### config.mk
export PLATFORM = sky130hd
export DESIGN_NAME = fetch_stage
export DESIGN_NICKNAME = d
export VERILOG_FILES = /design/src/rtl/fetch_pkg.sv /design/src/rtl/sat_counter.sv /design/src/rtl/fetch_stage.sv
export SDC_FILE = /design/constraint.sdc
export NUM_CORES = 1
export LEC_CHECK = 0
export BUFFER_PORTS_ARGS = -buffer_cell sky130_fd_sc_hd__buf_2
export CAP_MARGIN = 20
export CORE_ASPECT_RATIO = 0.6
export CORE_MARGIN = 2
export CORE_UTILIZATION = 45
export DETAILED_ROUTE_END_ITERATION = 10
export PLACE_DENSITY = 0.77
export SETUP_SLACK_MARGIN = 0.3
export SKIP_CTS_REPAIR_TIMING = 1
export SYNTH_ARGS = -nofsm -noshare
export SYNTH_HDL_FRONTEND = slang
export SYNTH_HIERARCHICAL = 1
export SYNTH_SLANG_ARGS = --single-unit
### constraint.sdc
create_clock -name clk -period 2.38 [get_ports clk]
set_clock_uncertainty 0.2 [all_clocks]
set_input_delay 0.476 -clock clk [delete_from_list [all_inputs] [get_ports clk]]
set_output_delay 0.476 -clock clk [all_outputs]
set_load 0.005 [all_outputs]
### src/rtl/fetch_pkg.sv
// Shared types and constants for the fetch stage and its neighbours.
package fetch_pkg;

  typedef enum logic [1:0] {
    IDLE  = 2'd0,
    FETCH = 2'd1,
    DRAIN = 2'd2,
    DONE  = 2'd3
  } state_t;

  localparam int PC_W_DEF     = 4;
  localparam int PROG_LEN_DEF = 11;
  localparam int CNT_W_DEF    = 8;

  // Branch opcodes, consumed by execute and by test stimulus.
  localparam logic [5:0] OP_BEQ = 6'b000100;
  localparam logic [5:0] OP_BNE = 6'b000101;

endpackage

### src/rtl/sat_counter.sv
// Generic up-counter that sticks at its all-ones value.
module sat_counter #(
  parameter int W = 8
) (
  input  logic         i_clk,
  input  logic         i_rst_n,
  input  logic         i_inc,
  output logic [W-1:0] o_count
);

  logic [W-1:0] r_count;

  // Count enabled events, holding once the maximum value is reached.
  always_ff @(posedge i_clk or negedge i_rst_n) begin
    if (!i_rst_n)                       r_count <= '0;
    else if (i_inc && (r_count != '1))  r_count <= r_count + 1'b1;
  end

  assign o_count = r_count;

endmodule

### src/rtl/fetch_stage.sv
// PC generation and IF/ID holding register with branch redirect/flush.
module fetch_stage
  import fetch_pkg::*;
#(
  parameter int PC_W     = PC_W_DEF,
  parameter int PROG_LEN = PROG_LEN_DEF,
  parameter int CNT_W    = CNT_W_DEF
) (
  input  logic             clk,
  input  logic             rst_n,
  input  logic             start,
  output logic [PC_W-1:0]  prog_counter,
  input  logic [31:0]      instruction,
  output logic             if_valid,
  output logic [31:0]      if_instr,
  output logic [PC_W-1:0]  if_pc,
  input  logic             id_ready,
  input  logic             br_taken,
  input  logic [PC_W-1:0]  br_pc,
  input  logic [15:0]      br_offset,
  output logic             busy,
  output logic             done,
  output logic [CNT_W-1:0] handoff_cnt
);

  // One extra PC bit so the PC can step to PROG_LEN without wrapping.
  state_t          r_state;
  logic [PC_W:0]   r_pc;
  logic            r_valid;
  logic [31:0]     r_instr;
  logic [PC_W-1:0] r_if_pc;

  logic            w_active;
  logic            w_redirect;
  logic            w_handoff;
  logic            w_load;
  logic            w_last;
  logic [PC_W:0]   w_pc_next;
  logic [17:0]     w_target;
  logic            w_in_range;

  assign w_active   = (r_state == FETCH) || (r_state == DRAIN);
  assign w_redirect = br_taken && w_active;
  // A flushed entry is never counted as handed off.
  assign w_handoff  = r_valid && id_ready && !w_redirect;
  assign w_load     = (!r_valid || id_ready) && (r_state == FETCH) && !br_taken;
  assign w_pc_next  = r_pc + 1'b1;
  assign w_last     = (r_pc == (PC_W+1)'(PROG_LEN - 1));

  // Two's-complement target with headroom; bit 17 set means negative.
  assign w_target   = {{(18-PC_W){1'b0}}, br_pc} + 18'd1
                    + {{2{br_offset[15]}}, br_offset};
  assign w_in_range = !w_target[17] && (w_target < 18'(PROG_LEN));

  // Fetch FSM: redirect beats load/stall; DRAIN waits for the last handoff.
  always_ff @(posedge clk or negedge rst_n) begin
    if (!rst_n) begin
      r_state <= IDLE;
      r_pc    <= '0;
      r_valid <= 1'b0;
      r_instr <= '0;
      r_if_pc <= '0;
    end else begin
      case (r_state)
        IDLE: begin
          if (start) begin
            r_state <= FETCH;
            r_pc    <= '0;
          end
        end
        DONE: begin
          if (start) begin
            r_state <= FETCH;
            r_pc    <= '0;
            r_valid <= 1'b0;
          end
        end
        default: begin
          if (br_taken) begin
            r_valid <= 1'b0;
            if (w_in_range) begin
              r_pc    <= {1'b0, w_target[PC_W-1:0]};
              r_state <= FETCH;
            end else begin
              r_state <= DONE;
            end
          end else if (r_state == FETCH) begin
            if (w_load) begin
              r_instr <= instruction;
              r_if_pc <= r_pc[PC_W-1:0];
              r_valid <= 1'b1;
              r_pc    <= w_pc_next;
              if (w_last) r_state <= DRAIN;
            end
          end else if (!r_valid || id_ready) begin
            r_valid <= 1'b0;
            r_state <= DONE;
          end
        end
      endcase
    end
  end

  sat_counter #(.W(CNT_W)) u_handoff_cnt (
    .i_clk   (clk),
    .i_rst_n (rst_n),
    .i_inc   (w_handoff),
    .o_count (handoff_cnt)
  );

  assign prog_counter = r_pc[PC_W-1:0];
  assign if_valid     = r_valid;
  assign if_instr     = r_instr;
  assign if_pc        = r_if_pc;
  assign busy         = w_active;
  assign done         = (r_state == DONE);

endmodule

==> impl.org, run 1 <==
** Final layout
- Number of inserted filler cells in the final layout :: approximately 470
- Share of cells above drive strength 1 :: a little under three fifths
- After the last flow step, the layout net total stands at between 400 and 500.
- Measured on the finished design, the core utilization comes to 70.0%.
- Layout-stage area growth over the synthesis result :: 49.6%
- Once layout is done, the placed cells without fillers occupy 4320 µm².
- Diodes inserted :: 0

** Clocking
- Clock sink count :: between 50 and 60
- H-Tree Level Count :: 2
- CTS clk-pin slew, worst paths :: approximately 0.10 ns
- Cts bufs inserted :: 5
- Worst skew pair latency :: just over 0.3 ns
- TritonCTS built the clock tree.
- CTS max path bufs :: 2
- CTS placed an instance of sky130_fd_sc_hd__clkbuf_8 at the clock tree root.

** Yosys
- Most frequently used flop master after synthesis :: sky130_fd_sc_hd__dfrtp_1
- Fraction of the yosys area taken by sequential cells :: a little under half
- Average cell area after synthesis :: between 10 and 15 µm²
- The netlist uses just under 60 different library cells.
- Synthesis inferred 52 register bits.
- Of the post-synthesis cell area, the dominant cell type holds about 45%.
- Leading post-synthesis cells by cell area :: sky130_fd_sc_hd__dfrtp_1, sky130_fd_sc_hd__mux2_2, sky130_fd_sc_hd__ha_1
- The largest total area in the synthesized netlist belongs to sky130_fd_sc_hd__dfrtp_1.
- In this run the cell area of the synthesized design comes to approximately 2900 µm².
- Fraction of registers with async set/reset :: 100%
- EDFF count, synth :: 0
- Gate Count Post-Synth :: approximately 260
- Post-synthesis net count :: ~330
- For this run, the number of Yosys warnings is 6.

** GRT
- Entering global routing, the biggest net connects 53 pins.
- Number of antenna violations at the first check in global routing :: 0
- Wire length of the first global-routing pass :: between 10000 and 15000 µm
- Summed over all layers, the global routing overflow is 0.
- Across every metal layer, demand over resource in global routing totals a little over 20%.
- The via count of the first global-routing pass was 2304.

** Routing
- Dividing the detail-routed via count by the number of cells gives between 5 and 6.
- In this run, the number of DRC markers left after iteration 0 of detailed routing was 198.
- Average wire per standard cell :: about 16 µm
- DRC Markers :: 0
- Number of iterations in the first detailed-routing pass :: 4
- Total number of vias :: approximately 2600
- The count of nets left with antenna violations once routing finished came out at 0.
- Routed WL :: 7840 µm

** Timing
- Setup violators final :: 6
- The number of max-slew violations in the final report came to 0.
- Derived from the worst setup path, the maximum achievable clock frequency is between 300 and 400 MHz.
- Final period utilization :: 124%
- For the pin with the worst max-slew slack, the measured transition is 0.647 ns.
- The count of endpoints failing hold in the final timing report was 0.
- Post-route worst setup slack :: -0.580 ns
- In this run the tightest slew margin relative to its limit is 56.8%.
- Setup total negative slack on the finished layout was measured at -3.28 ns.
- Clock period minus final worst setup slack :: just under 3 ns
- Setup repair after global routing could not meet its margin everywhere.

** Power
- The share of total power dissipated in combinational logic is 49.3%.
- PD cells :: between 900 and 1000 nW/µm²
- The share of total power dissipated in sequential elements is about two fifths.
- Switching power :: ~1.3 mW
- Max IR drop VDD :: 0.646 mV
- Internal Dissipation :: 2.70 mW
- Pleak :: between 2 and 2.5 nW
- Clock network fraction of total power :: between 10% and 20%
- In this run switching power makes up roughly a third of total power.

** Worst hold path
- Class of the most critical hold timing path :: in2async

** Place
- Gp weighted congestion :: between 0.8 and 0.9
- The placed instances occupy a cell area of about 3900 µm².
- The wire-length estimate of the detail-placed layout is around 5500 µm.
- Pre-CTS setup slack :: -1.01 ns
- During placement, the flow inserted port buffers numbering 107.

** Die
- During I/O placement, the number of pins put on the boundary was between 100 and 150.
- The floorplan has 22 rows.
- The die covers roughly 7100 µm².
- Area of the placeable core :: a little over 6000 µm²
- Height of the chip :: roughly 66 µm
- Measured along the x axis, the die boundary spans between 100 and 150 µm.
- Initial core utilization :: a little under half

** Critical path
- Crit path launch type :: primary input
- Data on the critical path is required at its endpoint by 2.38 ns.
- The critical path goes through buf_6, ha_4, inv_1, fa_2, nor2b_4, o211a_4, o2111ai_1, a221oi_2, o21ai_1, nor4_4, o31ai_1, o21bai_1.
- At the worst endpoint, the arrival time is 2.96 ns.
- Cell depth of the worst flop-to-flop path :: 10
- Slowest CP cell :: sky130_fd_sc_hd__fa_2
- Crit Path Class :: in2reg
- Element type at the critical path end :: flop
- Delay contributed by the slowest stage of the critical path :: roughly 0.4 ns
- Critical path fanouts, max :: 5

** Outcome
- Result of the run :: finished, violations left
- The checks that failed: negative setup slack.

** Flow run
- Number of max-cap violations :: 0
==> kinds of logic after synthesis <==
family | after synthesis | share of synthesized area (%)
AO/OA/AOI/OAI | 54 | 13.2
XOR/XNOR | 6 | 1.82
adder cells (fa/ha/maj) | 13 | 5.90
buffers and inverters | 25 | 3.95
flip-flops | 52 | 45.1
multiplexers | 43 | 16.7
AND/OR/NAND/NOR | 64 | 13.3
==> placed cells by master, fill, tap and decap left out, types with 3 or more instances in the layout <==
| cell | count |
|---|---|
| sky130_fd_sc_hd__buf_6 | 5 |
| sky130_fd_sc_hd__o21ai_1 | 6 |
| sky130_fd_sc_hd__nand3_1 | 8 |
| sky130_fd_sc_hd__inv_1 | 12 |
| sky130_fd_sc_hd__xnor2_1 | 3 |
| sky130_fd_sc_hd__a31oi_1 | 3 |
| sky130_fd_sc_hd__dfrtp_1 | 52 |
| sky130_fd_sc_hd__a21oi_1 | 5 |
| sky130_fd_sc_hd__nor2_1 | 9 |
| sky130_fd_sc_hd__mux2i_1 | 5 |
| sky130_fd_sc_hd__a21o_1 | 5 |
| sky130_fd_sc_hd__and3_4 | 3 |
| sky130_fd_sc_hd__or2_2 | 3 |
| sky130_fd_sc_hd__xor2_1 | 3 |
| sky130_fd_sc_hd__nor2b_1 | 3 |
| sky130_fd_sc_hd__nor2b_4 | 3 |
| sky130_fd_sc_hd__buf_12 | 3 |
| sky130_fd_sc_hd__ha_4 | 3 |
| sky130_fd_sc_hd__clkbuf_8 | 5 |
| sky130_fd_sc_hd__o21a_1 | 3 |
| sky130_fd_sc_hd__mux2_4 | 37 |
| sky130_fd_sc_hd__o21ai_0 | 8 |
| sky130_fd_sc_hd__nand2_1 | 9 |
| sky130_fd_sc_hd__nand4_1 | 5 |
| sky130_fd_sc_hd__buf_2 | 105 |
| sky130_fd_sc_hd__ha_1 | 9 |
| sky130_fd_sc_hd__clkbuf_16 | 3 |
| sky130_fd_sc_hd__buf_4 | 42 |
==> registers in the layout, summed over array words and instances, names as in the netlist <==
signal	cells
u_handoff_cnt/o_count	8
if_instr	32
if_pc	4
r_pc	5
if_valid	1
r_state	2
==> layout make-up <==
type	instances	area, µm²	share of cell area, %
clock buffer	7	76.3	1.77
multi-input combinational	180	1710	39.6
inverter	14	52.6	1.22
clock inverter	1	8.76	0.203
timing repair buffer	160	1060	24.6
tap	84	105	2.44
sequential	52	1300	30.2
==> final timing paths <==
check	startpoint	endpoint	slack, ns
max	br_pc[1]	r_pc[2]$_DFFE_PN0P_	-0.58
min	rst_n	if_instr[27]$_DFFE_PN0P_	0.05
max reg2reg	r_state[1]$_DFFE_PN0P_	r_pc[2]$_DFFE_PN0P_	0.04
min reg2reg	r_pc[4]$_DFFE_PN0P_	r_pc[4]$_DFFE_PN0P_	0.31
max in group asynchronous	rst_n	r_state[0]$_DFFE_PN0P_	1.48
min in group clk	instruction[21]	if_instr[21]$_DFFE_PN0P_	0.18
==> power by group through the flow <==
stage          Clock, mW  Combinational (mW)  Sequential [mW]
2_1_floorplan          0                1.08             1.53
3_3_place_gp           0                1.72             1.51
3_5_place_dp           0                1.76             1.52
4_1_cts            0.515                1.76             1.52
5_1_grt            0.552                2.13             1.58
6_report           0.505                1.98             1.53
==> synth_stat cells (4+ instances only) <==
master / count
sky130_fd_sc_hd__nand4_1: 5
sky130_fd_sc_hd__ha_1: 12
sky130_fd_sc_hd__buf_2: 4
sky130_fd_sc_hd__mux2_2: 36
sky130_fd_sc_hd__nand2_1: 9
sky130_fd_sc_hd__inv_1: 14
sky130_fd_sc_hd__nand3_1: 8
sky130_fd_sc_hd__a21o_1: 5
sky130_fd_sc_hd__o21ai_0: 10
sky130_fd_sc_hd__nor2b_1: 6
sky130_fd_sc_hd__and3_1: 4
sky130_fd_sc_hd__dfrtp_1: 52
sky130_fd_sc_hd__o21ai_1: 4
sky130_fd_sc_hd__nor2_1: 9
sky130_fd_sc_hd__a21oi_1: 5
sky130_fd_sc_hd__buf_4: 4
sky130_fd_sc_hd__mux2i_1: 5
==> routing by layer <==
metal / share of wire [%] / vias to the layer above / global-route usage (%)
li1: - / 1263 / -
met1: 49 / 1246 / 31.6
met5: 0 / - / 0
met3: 6.8 / 11 / 5.32
met4: 0.97 / 0 / 5.93
met2: 44 / 110 / 28.7
==> through the flow <==
stage / cells / hold slack, ns / total power [mW]
3_3_place_gp: 471 / 0.287 / 3.23
4_1_cts: 479 / 0.0773 / 3.80
3_5_place_dp: 471 / 0.286 / 3.28
5_1_grt: 498 / 0.118 / 4.27
6_report: 498 / 0.0510 / 4.01
2_1_floorplan: 257 / -0.0196 / 2.61
==> critical path, delay by kind of cell <==
family          cells  cell delay, ns
simple gates        2            0.51
buf+inv             2            0.15
compound gates      6            1.17
fa+ha+maj           2            0.64
(Power assumes the default switching activity.)
==> run 2, diff against run 1 <==
- CORE_MARGIN: 2 -> 1
- MAX_ROUTING_LAYER: unset -> met4
==> run 2 against run 1 <==
  * The run still ends with negative setup slack left
  * Register-to-register slack better by 0.02 ns
  * Routed wire length shrank 2.0%
  * Die area is 4.8% lower
  * Global-route usage increased by 1.4 points
  * Critical endpoint unchanged
==> impl.org, run 2 (synthesis results as in run 1) <==
** Die
- Area of the placeable core :: 6140 µm² (-0.45%)
- The overall die width came to 105 µm (-1.9%).
- Placement Rows :: 22 (unchanged)
- The vertical die dimension came to 64.0 µm (-3.0%).
- Initial core utilization :: 47.0% (+0.21 points)
- Area enclosed by the die boundary :: 6750 µm² (-4.8%)
- Io pins :: 108 (unchanged)

** Critical path
- The startpoint identified for the worst register-to-register timing path is r_state[0]$_DFFE_PN0P_.
- The worst setup path is captured at a flop.
- The critical path arrival came to 2.90 ns (-0.06 ns).
- The largest fanout on the critical path is 5 (unchanged).
- Endpoint required time on the critical path :: 2.36 ns (-0.02 ns)
- Crit path launch type :: primary input
- Critical path startpoint :: br_pc[0]
- Crit Path Class :: in2reg
- Internal reg-to-reg setup slack :: 0.06 ns (+0.02 ns)

** GRT
- Wire length of the first global-routing pass :: 11500 µm (+1.2%)
- Met2 usage in global routing :: 34.4% (+5.7 points)
- The global routing stage identified its most utilized layer as met2.
- The number of antenna violations at the first check in global routing was 0 (unchanged).
- The largest net degree at the start of global routing is 53 (unchanged).
- Total global routing track utilization :: 22.2% (+1.4 points)
- Via count of the first global-routing pass :: 2353 (+2.1%)
- The total grt overflow was 0 (unchanged).
- Met1 routing resource usage after global routing :: 30.9% (-0.64 points)
- GR met3 Demand/Resource :: 4.08% (-1.2 points)

** Final layout
- The net count reported at finish came to 472 (-2.3%).
- Area occupied by multi-input gates :: 1710 µm² (about the same)
- Share of cells above drive strength 1 :: 55.3% (-1.2 points)
- Max reg flops :: 32 (unchanged)
- The area growth from synthesis to layout is 46.3%.
- Leaving out fill and tap cells, the most frequent cell in the layout is sky130_fd_sc_hd__buf_2.
- Most frequent cells in the layout :: sky130_fd_sc_hd__buf_2, sky130_fd_sc_hd__dfrtp_1, sky130_fd_sc_hd__mux2_4
- Number of inserted filler cells in the final layout :: 459 (-2.8%)
- Area occupied by registers :: 1300 µm² (unchanged)
- The final antenna diode count came to 0 (unchanged).

** Place
- HPWL reported at the end of detailed placement :: 5350 µm (-3.0%)
- Gp weighted congestion :: 0.833 (-4.8%)
- IO Port Bufs :: 107 (unchanged)
- Pre-CTS setup slack :: -1.01 ns (-0.00730 ns)

** Timing
- The time the final worst path needs with I/O delays and setup is 2.92 ns (-0.0441 ns).
- Number of pins exceeding their max-slew limit in the final report :: 0 (unchanged)
- The worst max-slew margin expressed relative to the limit was 56.5% (-0.30 points).
- The number of setup violations in the final report was 6 (unchanged).
- The final clock period utilization by the worst path is 123% (-1.9 points).
- The setup slack of the critical path after layout was -0.536 ns (+0.0441 ns).
- The count of endpoints failing hold in the final timing report is 0 (unchanged).
- The upper clock frequency limit was 343 MHz (+1.5%).
- Worst-Margin Slew :: 0.652 ns (+0.00455 ns)
- Setup repair after global routing could not meet its margin everywhere.

** Outcome
- The final reports fail on negative setup slack.
- Result of the run :: finished, violations left

** Routing
- The post-detailed-route DRC marker count was 0 (unchanged).
- Routed Antenna Nets :: 0 (unchanged)
- Total number of vias :: 2579 (-1.9%)
- The detailed-route wire length per cell was 15.8 µm (+0.17%).
- Via-per-instance ratio :: 5.30 (+0.28%)
- Number of iterations in the first detailed-routing pass :: 4 (unchanged)
- The wire length after detailed routing came to 7680 µm (-2.0%).
- Detailed router's first-iteration violation count :: 177 (-11%)

** Flow run
- Number of max-cap violations :: 0 (unchanged)

** Power
- The total power after layout is 4.04 mW (+0.82%).
- The static leakage was 2.11 nW (-2.6%).
- PD cells :: 958 nW/µm² (+3.1%)
- Max IR drop VDD :: 0.574 mV (-11%)

** Clocking
- Clock sink count :: 52 (unchanged)
- The number of H-tree levels was 2 (unchanged).
- TritonCTS clock tree :: yes
- CTS max path bufs :: 2 (unchanged)
- The clock latency reported for the late side of the worst-skew pair came to 0.30 ns (about the same).
- Clock tree root buffer cell :: sky130_fd_sc_hd__clkbuf_8
- CTS clk-pin slew, worst paths :: 0.09 ns (about the same)
- Cts bufs inserted :: 5 (unchanged)

** Worst hold path
- The path class of the tightest hold or removal check is in2async.
-- run 2: critical path, cell delays in order --
cell and delay, ns:
sky130_fd_sc_hd__buf_8 0.10, sky130_fd_sc_hd__ha_4 0.15, sky130_fd_sc_hd__and3_4 0.15, sky130_fd_sc_hd__ha_4 0.21
sky130_fd_sc_hd__a21o_1 0.19, sky130_fd_sc_hd__a31o_1 0.23, sky130_fd_sc_hd__or4_1 0.47, sky130_fd_sc_hd__a32o_2 0.27
sky130_fd_sc_hd__nor4_4 0.24, sky130_fd_sc_hd__buf_4 0.18, sky130_fd_sc_hd__o31ai_1 0.08, sky130_fd_sc_hd__o21bai_1 0.16
-- run 2: path summary, 6_finish.rpt --
check | endpoint | cells past startpoint
setup / recovery | r_pc[2]$_DFFE_PN0P_ | 12
hold / removal | if_instr[15]$_DFFE_PN0P_ | 2
setup reg to reg | r_pc[2]$_DFFE_PN0P_ | 11
hold reg to reg | if_instr[27]$_DFFE_PN0P_ | 1
max in group asynchronous | if_pc[0]$_DFFE_PN0P_ | 2
min in group clk | if_instr[26]$_DFFE_PN0P_ | 2
-- run 2: per-stage QoR --
step / cells / hold slack [ns] / TNS (ns) / cell area [µm²] / utilization [%]
final: 487 / 0.0820 / -2.91 / 4220 / 68.8
after global routing: 487 / 0.129 / -3.21 / 4220 / 68.8
after CTS: 475 / 0.0957 / -4.07 / 4010 / 65.4
after detailed placement: 467 / 0.287 / -5.89 / 3910 / 63.6
after global placement: 467 / 0.286 / -4.95 / 3910 / 63.6
after floorplan: 257 / -0.0196 / -3.61 / 3140 / -
-- run 2: layout make-up --
| class | instances | area share (%) |
|---|---|---|
| clock buffers | 6 | 1.72 |
| clock inverters | 2 | 0.830 |
| inverters | 14 | 1.24 |
| multi-input cells | 180 | 40.5 |
| flip-flops and latches | 52 | 30.8 |
| well taps | 84 | 2.49 |
| repair buffers | 149 | 22.4 |
-- run 2: metal layers --
layer	routed length (µm)	up-vias	share of wire, %
li1	-	1237	-
met2	3580	93	47
met4	41	0	0.53
met1	3620	1244	47
met5	0	-	0
met3	431	5	5.6
-- run 2: report_power, final --
part / internal (mW) / switching (mW) / leakage [nW]
registers: 1.26 / 0.268 / 0.643
clock network: 0.312 / 0.278 / 0.0552
logic: 1.18 / 0.750 / 1.42
total: 2.75 / 1.30 / 2.11
==> run 3, diff against run 2 <==
- SETUP_SLACK_MARGIN: 0.3 -> unset
==> run 3 against run 2 <==
  * The flow still finishes with violations (negative setup slack)
  * Flip-flop and latch count unchanged
  * Sequential power about the same
  * Die area unchanged
  * Worst setup slack improved by 0.025 ns
  * Global-route usage decreased by 0.87 points
  * Utilization decreased by 3.3 points
  * Final cell count decreased by 1.6%
  * Routed wire length decreased by 7.4%
  * Largest cell class unchanged
==> impl.org, run 3 (synthesis results as in run 1) <==
** Worst hold path
- In this run the most critical hold path is launched from instruction[6].
- The path with the worst hold slack has its endpoint at if_instr[6]$_DFFE_PN0P_.
- Class of the most critical hold timing path :: in2reg
- Counting instances, the worst hold path has a depth of 2.

** Die
- The die outline area came to 6750 µm² (unchanged).
- Area of the placeable core :: 6140 µm² (unchanged)
- The overall die width was 105 µm (unchanged).
- Placement Rows :: 22 (unchanged)
- The initial cell density of the core was 47.0% (unchanged).
- Height of the chip :: 64.0 µm (unchanged)
- Io pins :: 108 (unchanged)

** Place
- The final weighted congestion in routability-driven placement was 0.859 (+3.1%).
- Number of placed cells counting well taps :: 462 (-1.1%)
- IO Port Bufs :: 107 (unchanged)
- HPWL reported at the end of detailed placement :: 5180 µm (-3.0%)

** Critical path
- Crit path launch type :: primary input
- In this run the critical register-to-register path is launched from r_state[1]$_DFFE_PN0P_.
- Crit Path Class :: in2reg
- FF-to-FF End :: r_pc[2]$_DFFE_PN0P_
- The most critical setup path has its startpoint at br_pc[0].
- Internal reg-to-reg setup slack :: 0.03 ns (-0.03 ns)
- The worst setup path is captured at a flop.
- The largest fanout on the critical path came to 5 (unchanged).
- Cell depth of the worst flop-to-flop path :: 9 (-2)
- The required time of the critical path is 2.38 ns (+0.02 ns).
- Arrival time at the worst endpoint :: 2.89 ns (about the same)

** Final layout
- The count of non-filler cells in the finished layout came to 479 (-1.6%).
- Share of cells above drive strength 1 :: 54.4% (-0.90 points)
- Layout-stage area growth over the synthesis result :: 39.4%
- In the layout the commonest cells are sky130_fd_sc_hd__buf_2, sky130_fd_sc_hd__dfrtp_1, sky130_fd_sc_hd__mux2_2.
- Diodes inserted :: 0 (unchanged)
- The net count reported at finish was 464 (-1.7%).
- The number of flip-flops under the largest register name is 32 (unchanged).
- The library cell used most frequently in the layout, excluding fill and tap cells, is sky130_fd_sc_hd__buf_2.

** Timing
- Setup violators final :: 6 (unchanged)
- Clock period minus final worst setup slack :: 2.89 ns (-0.0255 ns)
- Post-route worst setup slack :: -0.511 ns (+0.0255 ns)
- The count of endpoints failing hold in the final timing report was 0 (unchanged).
- Worst-Margin Slew :: 0.335 ns (-0.317 ns)
- The worst max-slew margin expressed relative to the limit came to 77.4% (+21 points).
- The upper clock frequency limit is 346 MHz (+0.88%).
- Final period utilization :: 121% (-1.1 points)
- Final sum of negative setup slack :: -2.87 ns (+0.0418 ns)
- Setup repair after global routing could not meet its margin everywhere.
- The number of max-slew violations in the final report came to 0 (unchanged).

** Routing
- Number of iterations in the first detailed-routing pass :: 4 (unchanged)
- The detailed-route wire length per cell came to 14.8 µm (-5.9%).
- The initial DRC count was 94 (-47%).
- The routed via count divided by cell count is 5.32 (+0.49%).
- The total via count after detailed routing came to 2549 (-1.2%).
- The wire length after detailed routing is 7100 µm (-7.4%).
- The number of routed nets with antenna violations is 0 (unchanged).
- The post-detailed-route DRC marker count is 0 (unchanged).

** Flow run
- The max-cap violation count was 0 (unchanged).

** Power
- The power per unit of standard cell area was 920 nW/µm² (-3.9%).
- Pleak :: 1.97 nW (-6.8%)
- The peak ir drop on the vdd network is 0.531 mV (-7.6%).

** Clocking
- Cts bufs inserted :: 5 (unchanged)
- TritonCTS clock tree :: yes
- The CTS clock-pin slew for the worst setup and hold paths was 0.10 ns (about the same).
- Worst skew pair latency :: 0.30 ns (about the same)
- Clock tree root buffer cell :: sky130_fd_sc_hd__clkbuf_8
- CTS max path bufs :: 2 (unchanged)
- H-Tree Level Count :: 2 (unchanged)
- Clock sink count :: 52 (unchanged)

** GRT
- Number of antenna violations at the first check in global routing :: 0 (unchanged)
- Wire length of the first global-routing pass :: 11100 µm (-3.9%)
- The total routing resource utilization after global routing is 21.3% (-0.87 points).
- Via count of the first global-routing pass :: 2353 (unchanged)
- The total grt overflow came to 0 (unchanged).
- Maximum number of pins on one net before global-route repair :: 53 (unchanged)

** Outcome
- The run finished, with violations left.
- The checks that failed: negative setup slack.
## run 3: cell types whose count changed in the layout (fill, tap and decap cells not counted), moves of 2 or more
cell and change:
sky130_fd_sc_hd__inv_1 +2, sky130_fd_sc_hd__buf_6 +2, sky130_fd_sc_hd__mux2_4 -36, sky130_fd_sc_hd__buf_4 -8, sky130_fd_sc_hd__inv_2 -2, sky130_fd_sc_hd__mux2_2 +36
## run 3: per-stage QoR
step	total power [mW]	hold WS (ns)	setup WS [ns]	area (µm²)	utilization [%]
3_5_place_dp	3.00	0.290	-1.08	3730	60.7
5_1_grt	3.96	0.180	-0.566	4020	65.5
3_3_place_gp	2.92	0.283	-0.862	3730	60.7
6_report	3.70	0.195	-0.511	4020	65.5
4_1_cts	3.61	-0.0492	-0.762	3840	62.5
2_1_floorplan	2.31	-0.0196	-0.649	2940	-
## run 3: area by class of cell
type / count / area, µm²
clock buffers: 5 / 68.8
clock inverters: 3 / 42.5
fillers: 478 / 2120
inverters: 14 / 52.6
multi-input cells: 180 / 1590
flip-flops and latches: 52 / 1300
well taps: 84 / 105
repair buffers: 141 / 860
## run 3: layer usage
| metal | up-vias | track usage, % | routed length, µm |
|---|---|---|---|
| met3 | 3 | 4.29 | 331 |
| met2 | 67 | 32.1 | 3210 |
| li1 | 1222 | - | - |
| met4 | 0 | 4.23 | 25 |
| met1 | 1257 | 30.0 | 3540 |
| met5 | - | - | 0 |
## run 3: how the worst max path moves through the flow
stage                               end  slack [ns]  cells past startpoint
floorplan           r_pc[3]$_DFFE_PN0P_       -0.65                     10
global placement    r_pc[3]$_DFFE_PN0P_       -0.86                     12
detailed placement  r_pc[3]$_DFFE_PN0P_       -1.08                     12
CTS                 r_pc[3]$_DFFE_PN0P_       -0.76                     12
global route        r_pc[2]$_DFFE_PN0P_       -0.57                     13
finish              r_pc[4]$_DFFE_PN0P_       -0.51                     12
## run 3: report_power, final
| part | internal (mW) | switching [mW] | total, mW |
|---|---|---|---|
| logic | 0.920 | 0.691 | 1.61 |
| registers | 1.25 | 0.234 | 1.49 |
| clock network | 0.311 | 0.290 | 0.602 |
| total | 2.49 | 1.22 | 3.70 |
## run 3: critical path, stage by stage
cell and delay, ns:
sky130_fd_sc_hd__buf_8 0.10, sky130_fd_sc_hd__ha_4 0.15, sky130_fd_sc_hd__and3_4 0.15, sky130_fd_sc_hd__ha_4 0.21
sky130_fd_sc_hd__a21o_1 0.17, sky130_fd_sc_hd__a31o_1 0.22, sky130_fd_sc_hd__or4_1 0.47, sky130_fd_sc_hd__a32o_2 0.29
sky130_fd_sc_hd__nor4_4 0.26, sky130_fd_sc_hd__buf_6 0.17, sky130_fd_sc_hd__o21ai_1 0.07, sky130_fd_sc_hd__a21o_1 0.15
